**config.mk**
```make
export PLATFORM = sky130hd
export DESIGN_NAME = gcd_feeder
export DESIGN_NICKNAME = d
export VERILOG_FILES = /design/src/rtl/gcd_feeder.sv
export SDC_FILE = /design/constraint.sdc
export NUM_CORES = 1
export LEC_CHECK = 0
export BUFFER_PORTS_ARGS = -buffer_cell sky130_fd_sc_hd__clkbuf_2
export CAP_MARGIN = 20
export CELL_PAD_IN_SITES_DETAIL_PLACEMENT = 1
export CELL_PAD_IN_SITES_GLOBAL_PLACEMENT = 1
export CORE_ASPECT_RATIO = 0.9
export CORE_MARGIN = 2
export CORE_UTILIZATION = 30
export CTS_CLUSTER_SIZE = 10
export DETAILED_ROUTE_END_ITERATION = 8
export GPL_ROUTABILITY_DRIVEN = 0
export PLACE_DENSITY_LB_ADDON = 0.2
export SYNTH_ARGS = -nofsm -noshare
export SYNTH_HDL_FRONTEND = slang
export SYNTH_SLANG_ARGS = --single-unit
```
**constraint.sdc**
```tcl
create_clock -name clk -period 2.73 [get_ports clk]
set_input_delay 0.273 -clock clk [delete_from_list [all_inputs] [get_ports clk]]
set_output_delay 0.273 -clock clk [all_outputs]
set_load 0.01 [all_outputs]
```
**src/rtl/gcd_feeder.sv**
```systemverilog
// gcd_feeder: operand FIFO and one-job-at-a-time sequencer wrapped around the subtractive GCD engine.
// Define GCD_FEEDER_STATS_EN to build the completed-result counter driven onto job_count.
module gcd_feeder #(
    parameter int DEPTH = 4
) (
    input  logic        clk,
    input  logic        rst_n,
    input  logic        in_valid,
    output logic        in_ready,
    input  logic [7:0]  in_a,
    input  logic [7:0]  in_b,
    output logic        res_valid,
    input  logic        res_ready,
    output logic [7:0]  res_data,
    output logic        res_bypass,
    output logic [15:0] job_count,
    output logic        eng_go,
    output logic [7:0]  eng_a,
    output logic [7:0]  eng_b,
    output logic        eng_rst,
    input  logic        eng_done,
    input  logic [7:0]  eng_out
);
    localparam int AW = $clog2(DEPTH);

    typedef enum logic [2:0] {IDLE, LAUNCH, WAIT, DONE1, CLEAR, OUT} state_t;

    state_t        state;
    state_t        state_next;

    logic [7:0]    fifo_a [DEPTH];
    logic [7:0]    fifo_b [DEPTH];
    logic [AW-1:0] wr_ptr;
    logic [AW-1:0] rd_ptr;
    logic [AW:0]   count;
    logic          fifo_full;
    logic          fifo_empty;
    logic          push;
    logic          pop;
    logic [7:0]    head_a;
    logic [7:0]    head_b;
    logic          head_zero;
    logic [7:0]    op_a;
    logic [7:0]    op_b;

    assign fifo_full  = (count == (AW+1)'(DEPTH));
    assign fifo_empty = (count == '0);
    assign in_ready   = !fifo_full;
    assign push       = in_valid && !fifo_full;
    assign head_a     = fifo_a[rd_ptr];
    assign head_b     = fifo_b[rd_ptr];
    assign head_zero  = (head_a == 8'd0) || (head_b == 8'd0);

    always_ff @(posedge clk) begin
        if (push) begin
            fifo_a[wr_ptr] <= in_a;
            fifo_b[wr_ptr] <= in_b;
        end
    end

    // Occupancy is registered, so a freshly pushed entry is only poppable next cycle.
    always_ff @(posedge clk or negedge rst_n) begin
        if (!rst_n) begin
            wr_ptr <= '0;
            rd_ptr <= '0;
            count  <= '0;
        end else begin
            if (push) begin
                wr_ptr <= wr_ptr + AW'(1);
            end
            if (pop) begin
                rd_ptr <= rd_ptr + AW'(1);
            end
            unique case ({push, pop})
                2'b10:   count <= count + (AW+1)'(1);
                2'b01:   count <= count - (AW+1)'(1);
                default: ;
            endcase
        end
    end

    always_ff @(posedge clk or negedge rst_n) begin
        if (!rst_n) begin
            state <= IDLE;
        end else begin
            state <= state_next;
        end
    end

    always_comb begin
        state_next = state;
        pop        = 1'b0;
        unique case (state)
            IDLE: begin
                if (!fifo_empty) begin
                    pop        = 1'b1;
                    state_next = head_zero ? OUT : LAUNCH;
                end
            end
            LAUNCH: state_next = WAIT;
            WAIT: begin
                if (eng_done) begin
                    state_next = DONE1;
                end
            end
            DONE1: state_next = CLEAR;
            CLEAR: state_next = OUT;
            OUT: begin
                if (res_ready) begin
                    state_next = IDLE;
                end
            end
            default: state_next = IDLE;
        endcase
    end

    // Engine strobes come from the next state so they are flop outputs aligned with LAUNCH/CLEAR;
    // the engine is held in reset for as long as we are.
    always_ff @(posedge clk or negedge rst_n) begin
        if (!rst_n) begin
            op_a       <= '0;
            op_b       <= '0;
            res_data   <= '0;
            res_bypass <= 1'b0;
            eng_go     <= 1'b0;
            eng_rst    <= 1'b1;
        end else begin
            eng_go  <= (state_next == LAUNCH);
            eng_rst <= (state_next == CLEAR);
            if (pop) begin
                op_a <= head_a;
                op_b <= head_b;
            end
            if (pop && head_zero) begin
                res_data   <= head_a | head_b;
                res_bypass <= 1'b1;
            end else if (state == DONE1) begin
                res_data   <= eng_out;
                res_bypass <= 1'b0;
            end
        end
    end

    assign res_valid = (state == OUT);
    assign eng_a     = op_a;
    assign eng_b     = op_b;

`ifdef GCD_FEEDER_STATS_EN
    always_ff @(posedge clk or negedge rst_n) begin
        if (!rst_n) begin
            job_count <= '0;
        end else if (res_valid && res_ready) begin
            job_count <= job_count + 16'd1;
        end
    end
`else
    assign job_count = '0;
`endif

endmodule

```
Word-level counts from Yosys, hierarchy flattened
Memories as Yosys holds them, arrays and structs flattened. Index checks and enable logic that the tools add are counted.

Register bits after elaboration: 37. Latch bits: 0. Memory bits (writable): 64. Memory bits (read-only): 0. Output and inout bits: 45. Memories: 2.

$add $sub $neg: 4. Multiply operators: 0. Divide/modulo/power cells: 0. Magnitude comparators: 0. Equal/unequal tests: 10. Shift operators: 0. Multiplexer cells: 14. Bitwise operators: 1. Reduce and logical (&&, ||, !) cells: 10.

Memories: fifo_a (words 4, bits a word 8, rd ports 1, clocked after memory_dff 0, wr ports 1, line 31) `logic [7:0] fifo_a [DEPTH];`; fifo_b (words 4, bits a word 8, rd ports 1, clocked after memory_dff 0, wr ports 1, line 32) `logic [7:0] fifo_b [DEPTH];`.

Operators with widths (count): 3-bit one-hot mux with 6 select lines (1); 8-bit zero test (2); 8-bit 2-to-1 mux (2); 3-bit == test, second input constant (4); 3-bit 2-to-1 mux (4); 8-bit OR (1); 3-bit by 1-bit == test with 1-bit output, second input constant (2); 3-bit by 2-bit == test with 1-bit output, second input constant (2); 3-bit zero test (2); 1-bit 2-to-1 mux (6); 3-bit one-hot mux with 2 select lines (1); 2-bit by 1-bit adder with 2-bit output, second input constant (2); 2-bit nonzero test (2); 3-bit by 1-bit adder with 3-bit output, second input constant (1); 3-bit by 1-bit subtractor with 3-bit output, second input constant (1); 2-bit by 1-bit == test with 1-bit output, second input constant (1); 2-bit == test, second input constant (1); 1-bit logical AND (2); 1-bit zero test (1); 1-bit logical OR (1).

Depth between registers and ports, before layout
An unclocked memory read counts as a cell.

Depth in word-level cells: 7. Gate-level depth with buffers: 10.

Worst setup path before layout
No wires, ideal clock.

Kind: register -> register. Start: reg state[2]. End: reg count[2]. Library setup time: 0.079 ns. Arrival: 2.227 ns. Required time: 2.651 ns. Path slack: 0.424 ns. Stages on the path, launching flop included: 9. Path buffers: 1. Cells stage by stage: dfrtp_1 nor4_1 clkbuf_1 ha_1 inv_1 fa_1 xor2_1 nor2_1 xor2_1.

Cells in the longest elaborated chain, start to end: 4. Elaborated cells on any way between the ends: 6.

RTL lines: from (decl) (line 28) `state_t state;`; from (signal assigned) (line 86) `state <= state_next;`; 3-bit zero test (*) (line 93) `unique case (state)`; 1-bit 2-to-1 mux (*) (line 93); net pop (line 39) `logic pop;`; 2-bit by 1-bit == test with 1-bit output / 2-bit == test (equally long branches) (line 74) `unique case ({push, pop})`; 3-bit one-hot mux with 2 select lines / 2-bit nonzero test (equally long branches); to (signal assigned) (line 75) `2'b10: count <= count + (AW+1)'(1);`; to (signal assigned) (line 76) `2'b01: count <= count - (AW+1)'(1);`; to (decl) (line 35) `logic [AW:0] count;`.

The timed path passes the listed nets; every way through them passes the cells marked *. A chain may end at the register's enable or synchronous reset.

Final worst setup path
Start: reg rd_ptr[0]. End: reg res_data[5].

Cells in the longest elaborated chain, start to end: 5. Elaborated cells on any way between the ends: 9.

RTL lines: from (decl) (line 34) `logic [AW-1:0] rd_ptr;`; from (signal assigned) (line 72) `rd_ptr <= rd_ptr + AW'(1);`; memory 4 x 8 bit, on equally long branches; 8-bit zero test (line 52) `assign head_zero = (head_a == 8'd0) || (head_b == 8'd0);`; 1-bit logical OR (line 52); 1-bit logical AND (line 134) `if (pop && head_zero) begin`; 8-bit 2-to-1 mux / 2-bit nonzero test (equally long branches); to (signal assigned) (line 135) `res_data <= head_a | head_b;`; to (signal assigned) (line 138) `res_data <= eng_out;`; to (decl) (line 14) `output logic [7:0] res_data,`.

Several ways; a longest one is shown, not always the timed one.

==> results_dict.tcl <==
set metrics [dict create \
    core_area_mm2 0.0135 \
    drv_slew 0 \
    io-pin-count 74 \
    p_leak_nw 1.99 \
    yosysWarnings 0 \
    tritoncts "done" \
    nets 334 \
    route.met2.wl_mm 3.89 \
    clockBufferDepth 2 \
    p_per_area_mw_per_mm2 1140 \
    worst_slack_ns 0.415 \
    grt_use_total 0.121 \
    maxCapViolations 0 \
    cp_cell_sequence "buf_12 > mux4_1 > nor4_1 > nand2_1 > a21boi_2 > buf_4 > mux2i_1" \
    slowest_delay_ns 0.62 \
    top_layer "met4" \
    viasPerCell 4.52 \
    overflow 0 \
    multiInputGateArea_mm2 0.00117 \
    vias 2128 \
    criticalPathCategory "flop to flop" \
    num-fill-cells 1357 \
    antenna_found_initial 0 \
    drt_iter0_drc 118 \
    dieArea_mm2 0.0149 \
    post_cts_resized 0 \
    grt_max_degree 38 \
    die_w_um 128 \
    ys_seq_area_frac 0.683 \
    m1WireLength_mm 3.88 \
    rows 40 \
    slowest_stage "mux4_1" \
    root_buffer "clkbuf_16" \
    cts_buffers 9 \
    tns_ns 0 \
    wl_met3_um 414 \
    fin_worst_skew_ns 0.00710 \
    cp_max_fo 18 \
    clkTransAtPathRegs_ns 0.07 \
    slew_headroom 0.367 \
    routedWlPerCell_um 17.7 \
    final_common_cell "edfxtp_1" \
    worstMarginPinSlew_ns 0.949 \
    synth_cell_types 34 \
    drive_gt1_frac 0.363 \
    final_hold_viol_count 0 \
    route.detailed.drc 0 \
    rsz0062_at_grt "false" \
    ys_seq_elements 101 \
    ant_nets 0 \
    syn_inst 232 \
    drt_pass1_iterations 4 \
    synthToLayoutAreaGrowth_pct 17.5 \
    setup_viol 0 \
    grt_pass1_wl_mm 13.2 \
    clkLatencyLatePin_ns 0.35 \
    die_y_um 116 \
    clock-sinks 101 \
    outcome "complete, no violations" \
    critPathCaptureType "flop" \
    fin_crit_ns 2.31 \
    place.detailed.hpwl_mm 5.81 \
    synth_area_per_cell_um2 18.0 \
    cts_hold_buf 0 \
    htreeDepth 3 \
    max_freq_mhz 432 \
    vdd_ir_drop_max_uv 354 \
    hp-class "input port to async pin" \
    initial_utilization 0.310 \
    synth_area_mm2 0.00417 \
    critPathLaunchType "flop" \
    post_cts_buffers 0 \
    n_antenna_cell 0 \
    cp_data_required_time_ns 3.00 \
    io_buffer_count 57 \
    grt_pass1_vias 2337 \
    regArea_mm2 0.00285 \
    dp_slack_ns 0.439 \
    layout_common_cells "64 x edfxtp_1, 57 x clkbuf_2, 36 x dfrtp_1" \
    drt-total-wl_mm 8.31 \
    period_share 0.848 \
    critPathArrivalTime_ns 2.58 \
]
-- power by group --
| part | switching [mW] | internal (mW) | leakage, nW |
|---|---|---|---|
| Clock | 0.584 | 0.634 | 0.140 |
| Sequential | 0.230 | 2.13 | 1.02 |
| Combinational | 1.07 | 0.918 | 0.827 |
| Total | 1.88 | 3.68 | 1.99 |
-- area by class of cell --
type	count	area share
clock inverter	6	0.0117
tap	168	0.0429
sequential	101	0.581
inverter	7	0.00536
timing repair buffer	65	0.0730
clock buffer	9	0.0460
multi-input combinational	115	0.240
-- cells by family (layout without fill, tap and decap cells) --
group | count (synthesis) | count (layout) | synth area share
AOI/OAI and AO/OA | 3 | 3 | 0.00570
adders and majority gates | 6 | 6 | 0.0198
muxes | 49 | 49 | 0.178
xor gates and xnor gates | 7 | 7 | 0.0147
other | 1 | 16 | 0.000899
and+or+nand+nor | 34 | 34 | 0.0477
buffers and inverters | 31 | 87 | 0.0501
DFF | 101 | 101 | 0.683
-- per-stage QoR --
step                instance area [µm²]  cells  total power [mW]  utilization  hold slack, ns
detailed placement                 4620    456              4.43        0.343           0.478
floorplan                          4230    247              3.71            -         -0.0226
global placement                   4620    456              4.40        0.343           0.468
global route                       4900    471              5.92        0.364           0.128
finish                             4900    471              5.56        0.364          0.0613
CTS                                4900    471              5.66        0.364           0.104
-- critical path, delay by kind of cell, from the launching register on --
kind	cells	cell delay (ns)
multiplexers	2	0.83
AND/OR/NAND/NOR	2	0.49
flip-flops	1	0.38
buffers and inverters	2	0.40
AO/OA/AOI/OAI	1	0.13
-- sequential cells by signal (all words and copies together), names as in the netlist --
register and cells:
wr_ptr 2, eng_b 8, eng_rst 1, fifo_a 32
eng_a 8, count 3, state 3, res_data 8
fifo_b 32, res_bypass 1, rd_ptr 2, eng_go 1
-- final timing paths --
path | startpoint | to | slack, ns | depth (start not counted)
min in group clk | in_b[3] | fifo_b[1][3]$_DFFE_PP_ | 0.14 | 1
min reg2reg | res_bypass$_DFFE_PN0P_ | res_bypass$_DFFE_PN0P_ | 0.49 | 1
max | rd_ptr[0]$_DFFE_PN0P_ | res_data[5]$_DFFE_PN0P_ | 0.42 | 7
max reg2reg | rd_ptr[0]$_DFFE_PN0P_ | res_data[5]$_DFFE_PN0P_ | 0.42 | 7
max in group asynchronous | rst_n | eng_b[4]$_DFFE_PN0P_ | 2.08 | 1
min | rst_n | count[0]$_DFFE_PN0P_ | 0.06 | 1
-- layer usage --
metal	global-route usage	vias to the layer above
li1	-	976
met1	0.159	1078
met2	0.193	63
met3	0.0355	11
met4	0.0396	0
met5	0	-
-- cell usage after synthesis --
| cell type | number | share of area |
|---|---|---|
| a21boi_2 | 1 | 0.0027 |
| a21o_1 | 1 | 0.0018 |
| and2_1 | 1 | 0.0015 |
| and3_1 | 4 | 0.0060 |
| and3_2 | 1 | 0.0018 |
| and3b_1 | 1 | 0.0021 |
| buf_1 | 1 | 0.00090 |
| buf_12 | 1 | 0.0048 |
| buf_2 | 1 | 0.0012 |
| buf_4 | 16 | 0.029 |
| buf_6 | 2 | 0.0054 |
| clkbuf_1 | 3 | 0.0027 |
| conb_1 | 1 | 0.00090 |
| dfrtp_1 | 36 | 0.22 |
| dfstp_2 | 1 | 0.0063 |
| edfxtp_1 | 64 | 0.46 |
| fa_1 | 1 | 0.0048 |
| ha_1 | 5 | 0.015 |
| inv_1 | 7 | 0.0063 |
| mux2_2 | 16 | 0.043 |
| mux2i_1 | 17 | 0.041 |
| mux4_1 | 8 | 0.050 |
| mux4_2 | 8 | 0.043 |
| nand2_1 | 5 | 0.0045 |
| nand3_1 | 1 | 0.0012 |
| nand3b_1 | 4 | 0.0072 |
| nor2_1 | 10 | 0.0090 |
| nor3_1 | 1 | 0.0012 |
| nor4_1 | 3 | 0.0045 |
| nor4_2 | 2 | 0.0060 |
| o21ai_0 | 1 | 0.0012 |
| or4bb_1 | 1 | 0.0027 |
| xnor2_1 | 4 | 0.0084 |
| xor2_1 | 3 | 0.0063 |
(Power assumes the default switching activity.)
